$ cat src/rtl/game_sequencer.sv
// Game-state sequencer for the dinosaur game: IDLE/RUN/OVER flow, level-paced step strobe, BCD score and level.
// Optional best-score tracking is built when the HISCORE_EN macro is defined.
module game_sequencer #(
    parameter int DIGITS    = 2,
    parameter int LEVELW    = 3,
    parameter int STEP_BASE = 8,
    parameter int STEP_MIN  = 2,
    parameter int LEVEL_PTS = 10,
    parameter int OVER_HOLD = 16
) (
    input  logic                  clock,
    input  logic                  rst,
    input  logic                  tick,
    input  logic                  jump,
    input  logic                  collide,
    output logic                  start,
    output logic                  running,
    output logic                  pause,
    output logic                  step,
    output logic [4*DIGITS-1:0]   score,
    output logic [LEVELW-1:0]     level,
    output logic [4*DIGITS-1:0]   hiscore,
    output logic                  new_record
);

    localparam int SW = $clog2(STEP_BASE + 1);
    localparam int HW = $clog2(OVER_HOLD + 1);
    localparam int LW = $clog2(LEVEL_PTS + 1);

    typedef enum logic [1:0] {S_IDLE, S_RUN, S_OVER} state_t;

    state_t              state_q, state_d;
    logic [SW-1:0]       step_cnt_q, step_cnt_d;
    logic [HW-1:0]       hold_q, hold_d;
    logic [LW-1:0]       lvl_cnt_q, lvl_cnt_d;
    logic [4*DIGITS-1:0] score_q, score_d, score_inc;
    logic [LEVELW-1:0]   level_q, level_d;
    logic                jump_s1_q, jump_s2_q, jump_prev_q;
    logic                jump_evt, score_max, carry, step_due;
    logic                hs_upd, rec_clr;
    int                  step_period;

    // jump is active-low; the event is the synchronised falling edge.
    assign jump_evt = jump_prev_q & ~jump_s2_q;

    always_ff @(posedge clock or negedge rst) begin
        if (!rst) begin
            jump_s1_q   <= 1'b0;
            jump_s2_q   <= 1'b0;
            jump_prev_q <= 1'b0;
        end else begin
            jump_s1_q   <= jump;
            jump_s2_q   <= jump_s1_q;
            jump_prev_q <= jump_s2_q;
        end
    end

    always_comb begin
        score_inc = score_q;
        carry     = 1'b1;
        score_max = 1'b1;
        for (int i = 0; i < DIGITS; i++) begin
            if (score_q[4*i +: 4] != 4'd9) score_max = 1'b0;
            if (carry) begin
                if (score_q[4*i +: 4] == 4'd9) begin
                    score_inc[4*i +: 4] = 4'd0;
                end else begin
                    score_inc[4*i +: 4] = score_q[4*i +: 4] + 4'd1;
                    carry = 1'b0;
                end
            end
        end
    end

    // A count above P-1 (left over after a level change) fires on the next tick.
    always_comb begin
        step_period = STEP_BASE - int'(level_q);
        if (step_period < STEP_MIN) step_period = STEP_MIN;
        step_due = int'(step_cnt_q) >= (step_period - 1);
    end

    always_comb begin
        state_d    = state_q;
        step_cnt_d = step_cnt_q;
        hold_d     = hold_q;
        lvl_cnt_d  = lvl_cnt_q;
        score_d    = score_q;
        level_d    = level_q;
        step       = 1'b0;
        hs_upd     = 1'b0;
        rec_clr    = 1'b0;
        case (state_q)
            S_IDLE: begin
                if (jump_evt) state_d = S_RUN;
            end
            S_RUN: begin
                if (collide) begin
                    state_d = S_OVER;
                    hs_upd  = 1'b1;
                end else if (tick) begin
                    if (step_due) begin
                        step       = 1'b1;
                        step_cnt_d = '0;
                        if (!score_max) begin
                            score_d = score_inc;
                            if (lvl_cnt_q == LW'(LEVEL_PTS - 1)) begin
                                lvl_cnt_d = '0;
                                if (level_q != '1) level_d = level_q + 1'b1;
                            end else begin
                                lvl_cnt_d = lvl_cnt_q + 1'b1;
                            end
                        end
                    end else begin
                        step_cnt_d = step_cnt_q + 1'b1;
                    end
                end
            end
            S_OVER: begin
                if (tick && hold_q != HW'(OVER_HOLD)) hold_d = hold_q + 1'b1;
                if (jump_evt && hold_q == HW'(OVER_HOLD)) begin
                    state_d    = S_RUN;
                    step_cnt_d = '0;
                    hold_d     = '0;
                    lvl_cnt_d  = '0;
                    score_d    = '0;
                    level_d    = '0;
                    rec_clr    = 1'b1;
                end
            end
            default: state_d = S_IDLE;
        endcase
    end

    always_ff @(posedge clock or negedge rst) begin
        if (!rst) begin
            state_q    <= S_IDLE;
            step_cnt_q <= '0;
            hold_q     <= '0;
            lvl_cnt_q  <= '0;
            score_q    <= '0;
            level_q    <= '0;
        end else begin
            state_q    <= state_d;
            step_cnt_q <= step_cnt_d;
            hold_q     <= hold_d;
            lvl_cnt_q  <= lvl_cnt_d;
            score_q    <= score_d;
            level_q    <= level_d;
        end
    end

`ifdef HISCORE_EN
    logic [4*DIGITS-1:0] hiscore_q;
    logic                new_record_q;

    // Packed BCD compares correctly as an unsigned number.
    always_ff @(posedge clock or negedge rst) begin
        if (!rst) begin
            hiscore_q    <= '0;
            new_record_q <= 1'b0;
        end else if (hs_upd && (score_q > hiscore_q)) begin
            hiscore_q    <= score_q;
            new_record_q <= 1'b1;
        end else if (rec_clr) begin
            new_record_q <= 1'b0;
        end
    end

    assign hiscore    = hiscore_q;
    assign new_record = new_record_q;
`else
    logic unused_hs;
    assign unused_hs  = hs_upd ^ rec_clr;
    assign hiscore    = '0;
    assign new_record = 1'b0;
`endif

    assign start   = (state_q != S_IDLE);
    assign running = (state_q == S_RUN);
    assign pause   = (state_q == S_OVER);
    assign score   = score_q;
    assign level   = level_q;

endmodule

$ cat config.mk
export PLATFORM = sky130hd
export DESIGN_NAME = game_sequencer
export DESIGN_NICKNAME = d
export VERILOG_FILES = /design/src/rtl/game_sequencer.sv
export SDC_FILE = /design/constraint.sdc
export NUM_CORES = 1
export LEC_CHECK = 0
export CAP_MARGIN = 30
export CORE_MARGIN = 5
export CORE_UTILIZATION = 40
export CTS_CLUSTER_DIAMETER = 60
export DETAILED_ROUTE_END_ITERATION = 6
export GPL_TIMING_DRIVEN = 0
export PLACE_DENSITY_LB_ADDON = 0.05
export SLEW_MARGIN = 10
export SYNTH_ARGS = -nofsm -noshare
export SYNTH_HDL_FRONTEND = slang
export SYNTH_SLANG_ARGS = --single-unit
$ cat constraint.sdc
create_clock -name clock -period 5.2 [get_ports clock]
set_input_delay 1.04 -clock clock [delete_from_list [all_inputs] [get_ports clock]]
set_output_delay 1.04 -clock clock [all_outputs]
set_load 0.02 [all_outputs]
; Word level (Yosys, flattened, before mapping)
; Index checks and enable logic that the tools add are counted.
[classes]
n_addsub = 8
magnitude_cmp = 2
eq_ne = 20
muxes = 42
n_bitwise = 2
n_reduce_logical = 12
[op_table]
columns = cell, count
row1 = two-way mux 4 bit, 12
row2 = two-way mux 8 bit, 5
row3 = greater-or-equal comparator 5 x 32 -> 1 bit, 1
row4 = two-way mux 32 bit, 1
row5 = subtractor 32 x 2 -> 32 bit (second input constant), 1
row6 = two-way mux 3 bit, 7
row7 = adder 4 x 1 -> 4 bit (second input constant), 4
row8 = case mux 4 bit (2 select lines), 2
row9 = case mux 8 bit (2 select lines), 1
row10 = == test 4 bit (second input constant), 3
row11 = two-way mux 5 bit, 2
row12 = != test 2 x 1 -> 1 bit (second input constant), 5
row13 = != test 2 bit (second input constant), 5
row14 = != test 4 bit (second input constant), 2
row15 = AND reduction 8 bit, 1
row16 = two-way mux 1 bit, 7
row17 = AND reduction 7 bit, 1
row18 = two-way mux 2 bit, 3
row19 = case mux 2 bit (3 select lines), 1
row20 = case mux 3 bit (2 select lines), 1
row21 = AND reduction 6 bit, 1
row22 = nonzero test 2 bit, 3
row23 = adder 5 x 1 -> 5 bit (second input constant), 1
row24 = == test 5 bit (second input constant), 1
row25 = other kinds (14), 15
[totals]
ff_bits = 29
inputBits = 5
output_inout_bits = 24

; Longest topological paths before layout
[logic_depth]
ltp_word = 9
mapped_depth = 12
depth_no_buf = 11

; Worst setup path after synthesis
; No wires, ideal clock.
[synth_timing]
kind = reg2out
startpoint = register level_q[0] (netlist: level[0])
endpoint = output port step
t_arrival_ns = 2.436
setup_slack_ns = 1.724
path_stages_with_launch = 9
path_buffers = 0
cell_sequence = dfrtp_1 inv_1 ha_1 nor3_1 ha_1 ha_1 o21ai_0 o21ai_1 nor2b_1
[synth_via]
elab_chain_len = 9
[synth_lines]
columns = element, line_no
row1 = "start, declared", 37  ; logic [LEVELW-1:0] level_q, level_d;
row2 = "start signal, assigned", 148  ; level_q <= level_d;
row3 = subtractor 4 x 3 -> 5 bit *, 77  ; step_period = STEP_BASE - int'(level_q);
row4 = < comparator 5 x 3 -> 1 bit, 78  ; if (step_period < STEP_MIN) step_period = STEP_MIN;
row5 = two-way mux 32 bit *, 78
row6 = subtractor 32 x 2 -> 32 bit *, 79  ; step_due = int'(step_cnt_q) >= (step_period - 1);
row7 = greater-or-equal comparator 5 x 32 -> 1 bit *, 79
row8 = two-way mux 1 bit *, 101  ; if (step_due) begin
row9 = two-way mux 1 bit *, 100  ; end else if (tick) begin
row10 = two-way mux 1 bit *, 97  ; if (collide) begin
row11 = two-way mux 1 bit *, 92  ; case (state_q)
row12 = "end, declared", 19  ; output logic step,
; Mark *: on every way between the ends. The rest lies on a longest branch, timed or not.

; Worst setup path in the final report
; Ends and elaborated chain as after synthesis.

==> flow_results.org <==
** Outcome
- Result of the run :: finished, final reports clean

** CTS
- The H-tree was split into 2 levels.
- Number of hold buffers added after cts :: 0
- Sinks on Clock Net :: 29
- Number of buffers on the longest clock path :: 2
- TritonCTS built the clock tree.
- Buffers inserted during clock tree synthesis total 5.
- Clock-pin slew was measured on the worst setup and hold paths at 0.07 ns.
- Gates resized during post-CTS repair numbered 0.
- Number of post-CTS setup repair buffers :: 0
- Cell at the root of the clock tree :: clkbuf_8
- Clock insertion delay at the later pin of the skew report :: 0.29 ns

** Hold path
- Depth of the worst hold-timing path :: 0
- In this run the worst hold path is classified as flop to flop.
- Worst hold start :: jump_s1_q

** Setup path
- CP Data Arrival Time :: 3.37 ns
- For this design, the slowest cell found on the critical path is clkdlybuf4s50_1.
- Counting buffers and inverters, the worst setup path is 11 cells deep.
- The worst setup path is launched from a flop.
- The critical path is of the flop to output pin type.
- STA puts the critical path data required time at 4.16 ns.
- CP peak stage delay :: 0.54 ns
- The number of buffers and inverters on the critical path is 3.
- Worst-path maximum fanout :: 7
- Type of element capturing the critical path :: output pin
- Traced cell by cell, the critical path runs through inv_1 > ha_1 > inv_1 > nor3_1 > a2111oi_0 > a21oi_1 > ha_1 > a211oi_1 > o21ai_1 > nor2b_1 > clkdlybuf4s50_1.
- Delay-heaviest family, CP :: compound AO/OA/AOI/OAI gates
- The worst register-to-register path begins at level[0].
- The most critical setup path has its startpoint at level[0].
- Worst reg2reg path depth :: 10

** Drt
- Drt first-iter violations :: 73
- The pre-antenna-repair detailed-routing pass consisted of 4 iterations.
- The routed layout has 1480 vias.
- After detailed routing, the average wire length per cell comes to 14.4 um.
- The final layout contains routed wiring with a total length of 4.01 mm.
- Number of remaining DRC errors :: 0
- Number of vias per cell :: 5.32
- Number of antenna-violating nets in the routed design :: 0

** Timing
- Setup repair after global routing missed its margin :: false
- The number of pins exceeding their max-slew limit in the final report came to 0.
- Setup violations remaining at the end of the flow were counted as 0.
- Final Hold Violating Endpoints :: 0
- In this run the tightest slew margin relative to its limit is 0.531.
- For the final database, setup skew stands at 0.0112 ns.
- The clock period could shrink to 4.41 ns.
- Adding up every negative setup slack in the final design gives 0 ns.
- After layout, the worst setup slack is 0.787 ns.
- Period utilisation layout :: 0.849
- Maximum achievable frequency :: 0.227 GHz
- Slew at the pin closest to its max-slew limit :: 0.704 ns

** Global route
- The via count of the first global-routing pass is 1450.
- Global Route Usage Sum :: 0.139
- Remaining global-route overflow :: 0
- Global-route wire length before repair :: 6.76 mm
- Number of antenna violations at the first check in global routing :: 0
- Largest net degree at the start of global routing :: 30

** Die
- Horizontal extent of the die :: 78.0 um
- From bottom edge to top edge, the die measures 78.0 um.
- The die covers 6080 sq um.
- Placeable core region :: 4410 sq um
- Starting Density :: 0.419
- Boundary pin count :: 29
- Count of standard-cell rows :: 24

** Layout
- Post-route insts no fill :: 278
- The final layout contains 247 nets.
- The area growth from synthesis to layout is 19.8%.
- 0 antenna diodes ended up in the layout.
- Leaving out fill and tap cells, the most frequent cell in the layout is dfrtp_1.
- Commonest non-fill, non-tap cells in the layout :: 29 x dfrtp_1, 18 x clkdlybuf4s50_1, 17 x ha_1, 16 x o21ai_0
- Of the cells placed in the final design, the portion with a size suffix greater than 1 is 0.133.

** Power and ir drop
- Total power consumption of the routed design :: 0.00103 W
- Static Leak :: 1.02 nW
- Peak supply drop :: 0.189 mV
- Power spread over the standard cell area amounts to 466 nW/um^2.

** Logic synthesis
- The number of different library cells used by synthesis comes to 45.
- Number of synthesized flops with an enable pin :: 0
- Cells after synthesis :: 191
- Summing every instance area after synthesis gives 1850 sq um.
- After synthesis, the mean cell area works out to 9.68 sq um.
- Async SR Flop Fraction :: 1.00
- In this run, synthesis produced a sequential element count of 29.
- Share of synthesized area occupied by flip-flops and latches :: 0.393
- Number of warnings issued by yosys :: 0
- Commonest register cell after synthesis :: dfrtp_1

** Job
- Max-cap violations in this run came to 0.

** Placement
- Placer Congestion :: 0.851
- Detailed placement ended at an HPWL of 2.95 mm.
- Before CTS, the worst setup slack after placement is 1.13 ns.
- DP Cell Count :: 270
- Port Buffer Count :: 19
[stage by stage]
stage	hold slack [ns]	area (sq um)	util
2_1_floorplan	0.331	1880	-
3_3_place_gp	0.343	2130	0.483
4_1_cts	0.363	2210	0.502
6_report	0.357	2210	0.502
3_5_place_dp	0.340	2130	0.482
5_1_grt	0.378	2210	0.502
[metal layers]
metal	GRT usage	wire (um)
met5	0	0
met4	0.0490	75
met3	0.0498	240
met2	0.223	1870
met1	0.172	1820
[Yosys cell counts, drive strengths merged (4+ instances only)]
library cell	n	share of area
mux2	5	0.030
nand2b	4	0.014
dfrtp	29	0.39
mux2i	4	0.022
nand4	8	0.027
inv	14	0.028
buf	10	0.043
nand3	4	0.011
nor2	9	0.018
o21ai	17	0.046
nand2	14	0.028
ha	17	0.12
a21oi	10	0.027
[state kept, by name, summed over array words and instances, names as in the netlist]
signal	flops
jump_s2_q	1
hold_q	5
step_cnt_q	4
jump_s1_q	1
jump_prev_q	1
lvl_cnt_q	4
level	3
score	8
state_q	2
[report_power, final]
group / switching, W / internal [W] / total (W)
logic: 0.000275 / 0.000209 / 0.000484
clock network: 0.0000940 / 0.0000922 / 0.000186
registers: 0.0000750 / 0.000288 / 0.000363
[final timing paths]
check	endpoint	slack (ns)
max	step	0.79
min	jump_s2_q	0.36
max reg2reg	lvl_cnt_q[1]	2.13
min reg2reg	jump_s2_q	0.36
max in group asynchronous	step_cnt_q[3]	3.97
min in group asynchronous	score[1]	0.78
[cells by family after synthesis]
family                     count (synthesis)  synth area share
and+or+nand+nor                           59             0.179
DFF                                       29             0.393
buffers and inverters                     27            0.0772
muxes                                      9            0.0521
AOI/OAI and AO/OA                         46             0.168
adders and majority gates                 17             0.115
other                                      1           0.00203
xor gates and xnor gates                   3            0.0142
[cell type report]
class	count	area [sq um]
Timing Repair Buffer	19	185
Clock buffer	5	68.8
Multi-Input combinational cell	143	1010
Tap cell	52	65.1
Fill cell	420	2200
Inverter	15	56.3
Buffer	12	86.3
Sequential cell	29	726
Clock inverter	3	17.5
Note: power is estimated with default switching activity, not from simulation.
